## config.mk

```make
export PLATFORM = sky130hd
export DESIGN_NAME = uart_tx_responder
export DESIGN_NICKNAME = d
export VERILOG_FILES = /design/src/rtl/uart_pkg.sv /design/src/rtl/sync_fifo.sv /design/src/rtl/uart_tx_responder.sv
export SDC_FILE = /design/constraint.sdc
export NUM_CORES = 1
export LEC_CHECK = 0
export ABC_AREA = 1
export BUFFER_PORTS_ARGS = -buffer_cell sky130_fd_sc_hd__clkbuf_2
export CAP_MARGIN = 20
export CORE_UTILIZATION = 48
export DETAILED_ROUTE_END_ITERATION = 10
export HOLD_SLACK_MARGIN = 0.06
export PLACE_DENSITY_LB_ADDON = 0.1
export SYNTH_ARGS = -nofsm -noshare
export SYNTH_HDL_FRONTEND = slang
export SYNTH_SLANG_ARGS = --single-unit
```

## constraint.sdc

```tcl
create_clock -name clk -period 2.5 [get_ports clk]
set_clock_uncertainty 0.15 [all_clocks]
set_input_delay 0.5 -clock clk [delete_from_list [all_inputs] [get_ports clk]]
set_output_delay 0.5 -clock clk [all_outputs]
set_load 0.005 [all_outputs]
```

## src/rtl/uart_pkg.sv

```systemverilog
// Shared definitions for the UART blocks: serializer state encoding,
// control/status register bit positions and the default bus addresses.
package uart_pkg;

  typedef enum logic [1:0] {
    ST_IDLE  = 2'd0,
    ST_START = 2'd1,
    ST_DATA  = 2'd2,
    ST_STOP  = 2'd3
  } tx_state_e;

  // Control/status register bit positions
  localparam int CON_IRQ_EN  = 0;
  localparam int CON_OVF     = 1;
  localparam int CON_DONE    = 2;
  localparam int CON_FULL    = 3;
  localparam int CON_BUSY    = 4;
  localparam int CON_CNT_LSB = 5;
  localparam int CON_CNT_MSB = 7;

  // Default register addresses, shared with the receive side and MEM decode
  localparam logic [31:0] UART_TXD_ADDR = 32'h4000_0018;
  localparam logic [31:0] UART_CON_ADDR = 32'h4000_0020;

endpackage

```

## src/rtl/sync_fifo.sv

```systemverilog
// Single-clock FIFO with registered pointers and occupancy count.
// The head entry is presented combinationally on rdata.
// A push while full or a pop while empty is ignored.
module sync_fifo #(
  parameter int WIDTH = 8,
  parameter int DEPTH = 4
) (
  input  logic                     clk,
  input  logic                     reset,
  input  logic                     push,
  input  logic                     pop,
  input  logic [WIDTH-1:0]         wdata,
  output logic [WIDTH-1:0]         rdata,
  output logic                     full,
  output logic                     empty,
  output logic [$clog2(DEPTH):0]   count
);

  localparam int AW = $clog2(DEPTH);

  logic [WIDTH-1:0] mem [DEPTH];
  logic [AW-1:0]    wr_ptr;
  logic [AW-1:0]    rd_ptr;
  logic [AW:0]      cnt;
  logic             push_ok;
  logic             pop_ok;

  assign full    = (cnt == (AW+1)'(DEPTH));
  assign empty   = (cnt == '0);
  assign count   = cnt;
  assign rdata   = mem[rd_ptr];
  assign push_ok = push && !full;
  assign pop_ok  = pop && !empty;

  // Storage array, written on an accepted push (no reset needed for data)
  always_ff @(posedge clk) begin
    if (push_ok) mem[wr_ptr] <= wdata;
  end

  // Pointer and occupancy bookkeeping; DEPTH is a power of two so pointers wrap
  always_ff @(posedge clk) begin
    if (reset) begin
      wr_ptr <= '0;
      rd_ptr <= '0;
      cnt    <= '0;
    end else begin
      if (push_ok) wr_ptr <= wr_ptr + 1'b1;
      if (pop_ok)  rd_ptr <= rd_ptr + 1'b1;
      case ({push_ok, pop_ok})
        2'b10:   cnt <= cnt + 1'b1;
        2'b01:   cnt <= cnt - 1'b1;
        default: cnt <= cnt;
      endcase
    end
  end

endmodule

```

## src/rtl/uart_tx_responder.sv

```systemverilog
// Memory-mapped 8N1 UART transmitter. Stores to TXD queue bytes in a FIFO,
// the serializer drains them back to back, and CON reports status and
// controls the level interrupt.
//
// Bus handshake: mem_write / mem_read are single-cycle strobes with no
// back-pressure; the responder is always ready. A store takes effect at the
// clock edge where the strobe is high; a load returns data on rdata the
// cycle after its strobe, and rdata holds between loads.
module uart_tx_responder
  import uart_pkg::*;
#(
  parameter int          BAUD_DIV   = 5208,
  parameter int          FIFO_DEPTH = 4,
  parameter logic [31:0] TXD_ADDR   = UART_TXD_ADDR,
  parameter logic [31:0] CON_ADDR   = UART_CON_ADDR
) (
  input  logic        clk,
  input  logic        reset,
  input  logic [31:0] addr,
  input  logic [31:0] wdata,
  input  logic        mem_write,
  input  logic        mem_read,
  output logic [31:0] rdata,
  output logic        uart_txd,
  output logic        tx_irq
);

  localparam int            BW          = $clog2(BAUD_DIV);
  localparam logic [BW-1:0] BAUD_RELOAD = BW'(BAUD_DIV - 1);
  localparam int            CW          = $clog2(FIFO_DEPTH) + 1;

  tx_state_e     state;
  logic [BW-1:0] baud_cnt;
  logic [2:0]    bit_idx;
  logic [7:0]    shift_reg;
  logic          bit_end;

  logic          irq_en;
  logic          ovf_flag;
  logic          done_flag;

  logic          sel_txd;
  logic          sel_con;
  logic          wr_txd;
  logic          wr_con;
  logic          ovf_set;
  logic          done_set;
  logic          busy;
  logic [31:0]   con_value;

  logic          fifo_pop;
  logic [7:0]    fifo_head;
  logic          fifo_full;
  logic          fifo_empty;
  logic [CW-1:0] fifo_count;

  logic          unused_bits;
  assign unused_bits = ^{addr[1:0], wdata[31:8]};

  // Word-address decode; the byte offset bits are ignored
  assign sel_txd = (addr[31:2] == TXD_ADDR[31:2]);
  assign sel_con = (addr[31:2] == CON_ADDR[31:2]);
  assign wr_txd  = mem_write && sel_txd;
  assign wr_con  = mem_write && sel_con;
  assign ovf_set = wr_txd && fifo_full;

  assign bit_end  = (baud_cnt == '0);
  assign done_set = (state == ST_STOP) && bit_end;
  assign busy     = (state != ST_IDLE) || !fifo_empty;

  // The serializer takes the head byte when idle, or at the end of a stop
  // bit so consecutive frames leave no idle gap
  assign fifo_pop = !fifo_empty && ((state == ST_IDLE) || done_set);

  sync_fifo #(
    .WIDTH (8),
    .DEPTH (FIFO_DEPTH)
  ) u_fifo (
    .clk   (clk),
    .reset (reset),
    .push  (wr_txd),
    .pop   (fifo_pop),
    .wdata (wdata[7:0]),
    .rdata (fifo_head),
    .full  (fifo_full),
    .empty (fifo_empty),
    .count (fifo_count)
  );

  // Assemble the CON read value; count is reported in a 3-bit field
  always_comb begin
    con_value = '0;
    con_value[CON_IRQ_EN] = irq_en;
    con_value[CON_OVF]    = ovf_flag;
    con_value[CON_DONE]   = done_flag;
    con_value[CON_FULL]   = fifo_full;
    con_value[CON_BUSY]   = busy;
    con_value[CON_CNT_MSB:CON_CNT_LSB] = 3'(fifo_count);
  end

  // Serializer FSM; the line level is registered together with the state
  always_ff @(posedge clk) begin
    if (reset) begin
      state     <= ST_IDLE;
      baud_cnt  <= '0;
      bit_idx   <= '0;
      shift_reg <= '0;
      uart_txd  <= 1'b1;
    end else begin
      case (state)
        ST_IDLE: begin
          uart_txd <= 1'b1;
          if (!fifo_empty) begin
            shift_reg <= fifo_head;
            baud_cnt  <= BAUD_RELOAD;
            uart_txd  <= 1'b0;
            state     <= ST_START;
          end
        end
        ST_START: begin
          if (bit_end) begin
            baud_cnt <= BAUD_RELOAD;
            bit_idx  <= '0;
            uart_txd <= shift_reg[0];
            state    <= ST_DATA;
          end else begin
            baud_cnt <= baud_cnt - 1'b1;
          end
        end
        ST_DATA: begin
          if (bit_end) begin
            baud_cnt <= BAUD_RELOAD;
            if (bit_idx == 3'd7) begin
              uart_txd <= 1'b1;
              state    <= ST_STOP;
            end else begin
              shift_reg <= {1'b0, shift_reg[7:1]};
              bit_idx   <= bit_idx + 1'b1;
              uart_txd  <= shift_reg[1];
            end
          end else begin
            baud_cnt <= baud_cnt - 1'b1;
          end
        end
        ST_STOP: begin
          if (bit_end) begin
            baud_cnt <= BAUD_RELOAD;
            if (!fifo_empty) begin
              shift_reg <= fifo_head;
              uart_txd  <= 1'b0;
              state     <= ST_START;
            end else begin
              uart_txd <= 1'b1;
              state    <= ST_IDLE;
            end
          end else begin
            baud_cnt <= baud_cnt - 1'b1;
          end
        end
        default: begin
          uart_txd <= 1'b1;
          state    <= ST_IDLE;
        end
      endcase
    end
  end

  // Control bits, sticky flags (software clear beats a same-cycle set) and IRQ
  always_ff @(posedge clk) begin
    if (reset) begin
      irq_en    <= 1'b0;
      ovf_flag  <= 1'b0;
      done_flag <= 1'b0;
      tx_irq    <= 1'b0;
    end else begin
      if (wr_con) irq_en <= wdata[CON_IRQ_EN];

      if (wr_con && wdata[CON_OVF]) ovf_flag <= 1'b0;
      else if (ovf_set)             ovf_flag <= 1'b1;

      if (wr_con && wdata[CON_DONE]) done_flag <= 1'b0;
      else if (done_set)             done_flag <= 1'b1;

      tx_irq <= irq_en && (done_flag || ovf_flag);
    end
  end

  // Registered read port; holds its value when no load is presented
  always_ff @(posedge clk) begin
    if (reset) begin
      rdata <= '0;
    end else if (mem_read) begin
      if (sel_con) rdata <= con_value;
      else         rdata <= '0;
    end
  end

endmodule

```

==> results.md <==
Min path:
- The startpoint identified for the worst hold timing path is wdata[7].
- The class of the most critical hold timing path is in2reg.

CTS:
- The maximum buffer depth of the clock tree is 2.
- TritonCTS built the clock tree.
- The number of gates resized after CTS was 0.
- The total clock sinks is 80.
- The master cell of the clock root buffer is clkbuf_8.
- The clock latency reported for the late side of the worst-skew pair is roughly 360 ps.
- The H-tree was split into 3 levels.
- The quantity of hold-fixing buffers added after cts is 0.
- The number of CTS-inserted buffers is 9.
- The number of buffers inserted to repair setup after CTS is 0.
- Clock-pin slew was measured on the worst setup and hold paths at around 90 ps.

GRT:
- The initial antenna violation count is 0.
- The met1 track utilization from global routing is around 26%.
- After global routing the overflow that remains totals 0.
- The total track usage is between 15 and 20%.
- The global-route wire length before repair is about 14000 um.
- Global routing used under 10% of the available met3 tracks.
- The number of global-route vias before repair came to between 3000 and 4000.
- The peak-usage layer in the global routing report is met2.
- The met2 track utilization from global routing is between 30 and 40%.
- Entering global routing, the biggest net connects 29 pins.

Critical path:
- The worst-path maximum fanout is 3.
- The library cell contributing the largest single delay on the critical path is fa_1.
- The worst setup path is launched from a flop.
- The startpoint of the lowest-slack register-to-register path is baud_cnt[10]$_SDFFE_PP0N_.
- STA puts the critical path data arrival time at between 2000 and 2500 ps.
- The highest cell delay on the worst timing path is 380 ps.
- Grouping stages by cell kind, the critical path spends the most delay in simple AND/OR/NAND/NOR gates.
- The worst setup path is of the reg2reg kind.
- The signal on the critical path passes through nor2_1, nand2_1, nor2_2, nand3_2, nand2_1, nand2_2, inv_2, ha_1, inv_1, fa_1, a21oi_1, o21ai_1, o21ai_1, a21oi_1.
- STA puts the critical path data required time at 2590 ps.
- The launching instance or port of the critical path is baud_cnt[10]$_SDFFE_PP0N_.
- STA classifies the critical path endpoint as a flop.
- The number of buffer and inverter instances along the worst setup path is 2.

Placement:
- The detailed-placement wirelength estimate is 5740 um.
- The count of buffers added on input and output ports is 51.
- The weighted congestion at the end of routability-driven global placement is ~0.83.
- The total cell area at the placement stage is about 4500 sq um.

Final layout:
- The cell area after layout is around 4700 sq um.
- The register with the most flip-flops in the final layout is u_fifo.mem.
- After the last flow step, the layout net total stands at 678.
- The signed area change from the synthesized netlist to the final layout is 13.9%.
- The final core area utilization is between 50% and 60%.
- The layout cell share with drive strength beyond 1 is about 18%.
- 0 antenna diodes ended up in the layout.
- The number of flip-flops in the largest register is 32.
- Counting the fill cells in the layout gives between 700 and 800.
- The largest registers in the layout are u_fifo.mem: 32 flops, baud_cnt: 13 flops.

Yosys:
- In the post-synthesis netlist, the biggest area contributors are dfxtp_1 23%, edfxtp_1 23%, nand2_1 11%, nor2_1 8.7%, buf_4 4.8%.
- Counting distinct cell types in the post-synthesis netlist gives 29.
- The dominant cell type by area after synthesis is dfxtp_1.
- The gate count of the mapped netlist is 531.
- The area fraction of the dominant cell type after synthesis is 23.5%.
- The post-synthesis sequential area ratio is 47.0%.
- After synthesis, the mean cell area works out to approximately 7.7 sq um.
- The synthesis warning total is 0.
- The register bit count reported by yosys is 80.
- The post-synthesis cell area is between 4000 and 5000 sq um.

Power and ir drop:
- VDD sags by at most about 0.51 mV.
- In this run the power density over the cells is ~1000 nW/um^2.
- The static leakage power is between 2 and 2.5 nW.

STA:
- Setup repair after global routing left no endpoint under its margin.
- The count of endpoints failing hold in the final timing report is 0.
- For this run, the top clock speed supported by timing is 424 MHz.
- The share of the clock period used by the worst path after layout is 94.4%.
- The number of pins exceeding their max-slew limit in the final report is 0.
- The final number of setup-violating endpoints is 0.
- After routing, the total negative slack on setup checks comes to 0 ps.
- The shortest clock period the worst path allows after layout is roughly 2400 ps.

Die:
- The total die area is between 8000 and 9000 sq um.
- Measured along the y axis, the die boundary spans 94.3 um.
- The initial standard-cell utilization of the core is between 40% and 50%.
- The total area inside the core boundary comes to 8220 sq um.
- After floorplanning, the core was divided into 33 placement rows.
- From left edge to right edge, the die measures about 94 um.
- Pin placement for this block handled 102 I/O pins.

Route:
- In the final routed layout, each cell accounts on average for 11.3 um.
- The routed layout has approximately 3400 vias.
- The detail route stage leaves a number of antenna-violating nets equal to 0.
- The first routing iteration left between 100 and 150 violations.
- Using the TritonRoute via totals, the vias-per-cell ratio works out to 4.84.
- The first detailed-routing pass took 4 iterations.
- The final routed DRC violation total is 0.
- After detailed routing, the total wire length is just under 8000 um.

Outcome:
- The flow ran to the end, and the final reports show no timing, DRC or antenna violations.

Job:
- The number of maximum-capacitance constraint violations is 0.
per-stage QoR:
| step | worst slack [ps] | hold slack, ps | total power (W) | cells |
|---|---|---|---|---|
| final | 141 | 208 | 0.00466 | 706 |
| after global routing | 22.7 | 198 | 0.00506 | 706 |
| after CTS | 12.2 | 197 | 0.00467 | 706 |
| after detailed placement | 61.5 | 307 | 0.00371 | 690 |
| after global placement | 113 | 303 | 0.00366 | 690 |
| after floorplan | 173 | 291 | 0.00321 | 554 |
cell usage in the layout (no fill, tap or decap), drive strengths merged:
cell and n:
nand3 31, ha 13, or2 2, nand2 127, a31oi 3, dfxtp 48, clkinvlp 1, clkinv 3
nor2 100, and3 1, inv 57, a21oi 35, edfxtp 32, conb 24, clkbuf 60, xor2 4
nand4 9, o211ai 4, o22ai 1, o21ai 27, buf 17, fa 1, bufinv 1
cell usage after synthesis, drive strengths merged:
library cell,count
ha,13
a21oi,35
xor2,4
o211ai,4
nand2,127
a31oi,3
edfxtp,32
o21ai,27
or2,2
o22ai,1
buf,31
fa,1
clkbuf,6
nor2,100
and3,1
inv,55
conb,1
nand4,9
dfxtp,48
nand3,31
where the power goes:
group          switching, W  internal, W
clock              0.000489     0.000469
sequential         0.000165      0.00154
combinational       0.00129     0.000706
total               0.00195      0.00271
worst paths after layout:
check | to | slack [ps] | cells after the start
worst max-delay path | u_fifo.count[2]$_SDFFE_PP0P_ | 140 | 14
worst min-delay path | u_fifo.mem[0][7]$_DFFE_PP_ | 210 | 1
worst max register to register | u_fifo.count[2]$_SDFFE_PP0P_ | 140 | 14
worst min register to register | bit_idx[1]$_SDFFE_PP0P_ | 320 | 2
layer usage:
metal,part of all wire (%),up-vias
met3,4.5,11
met2,46,75
li1,-,1788
met5,0,-
met1,48,1544
met4,1.6,0
area by class of cell:
type / count / area, sq um / area share [%]
Tap cell: 105 / 131 / 2.82
Clock buffer: 9 / 124 / 2.66
Multi-Input combinational cell: 382 / 1820 / 39.0
Timing Repair Buffer: 68 / 383 / 8.21
Sequential cell: 80 / 1920 / 41.2
Inverter: 55 / 206 / 4.43
Clock inverter: 7 / 77.6 / 1.66
cells by family (layout without fill, tap and decap cells):
| kind of cell | Yosys count | after routing | synth area share [%] |
|---|---|---|---|
| compound gates | 70 | 70 | 9.29 |
| fa+ha+maj | 14 | 14 | 4.46 |
| simple gates | 270 | 270 | 27.4 |
| xor+xnor | 4 | 4 | 0.856 |
| other cells | 1 | 24 | 0.0916 |
| flops | 80 | 80 | 47.0 |
| buf+inv | 92 | 139 | 11.0 |
No activity file was read; power rests on OpenSTA's default activity.
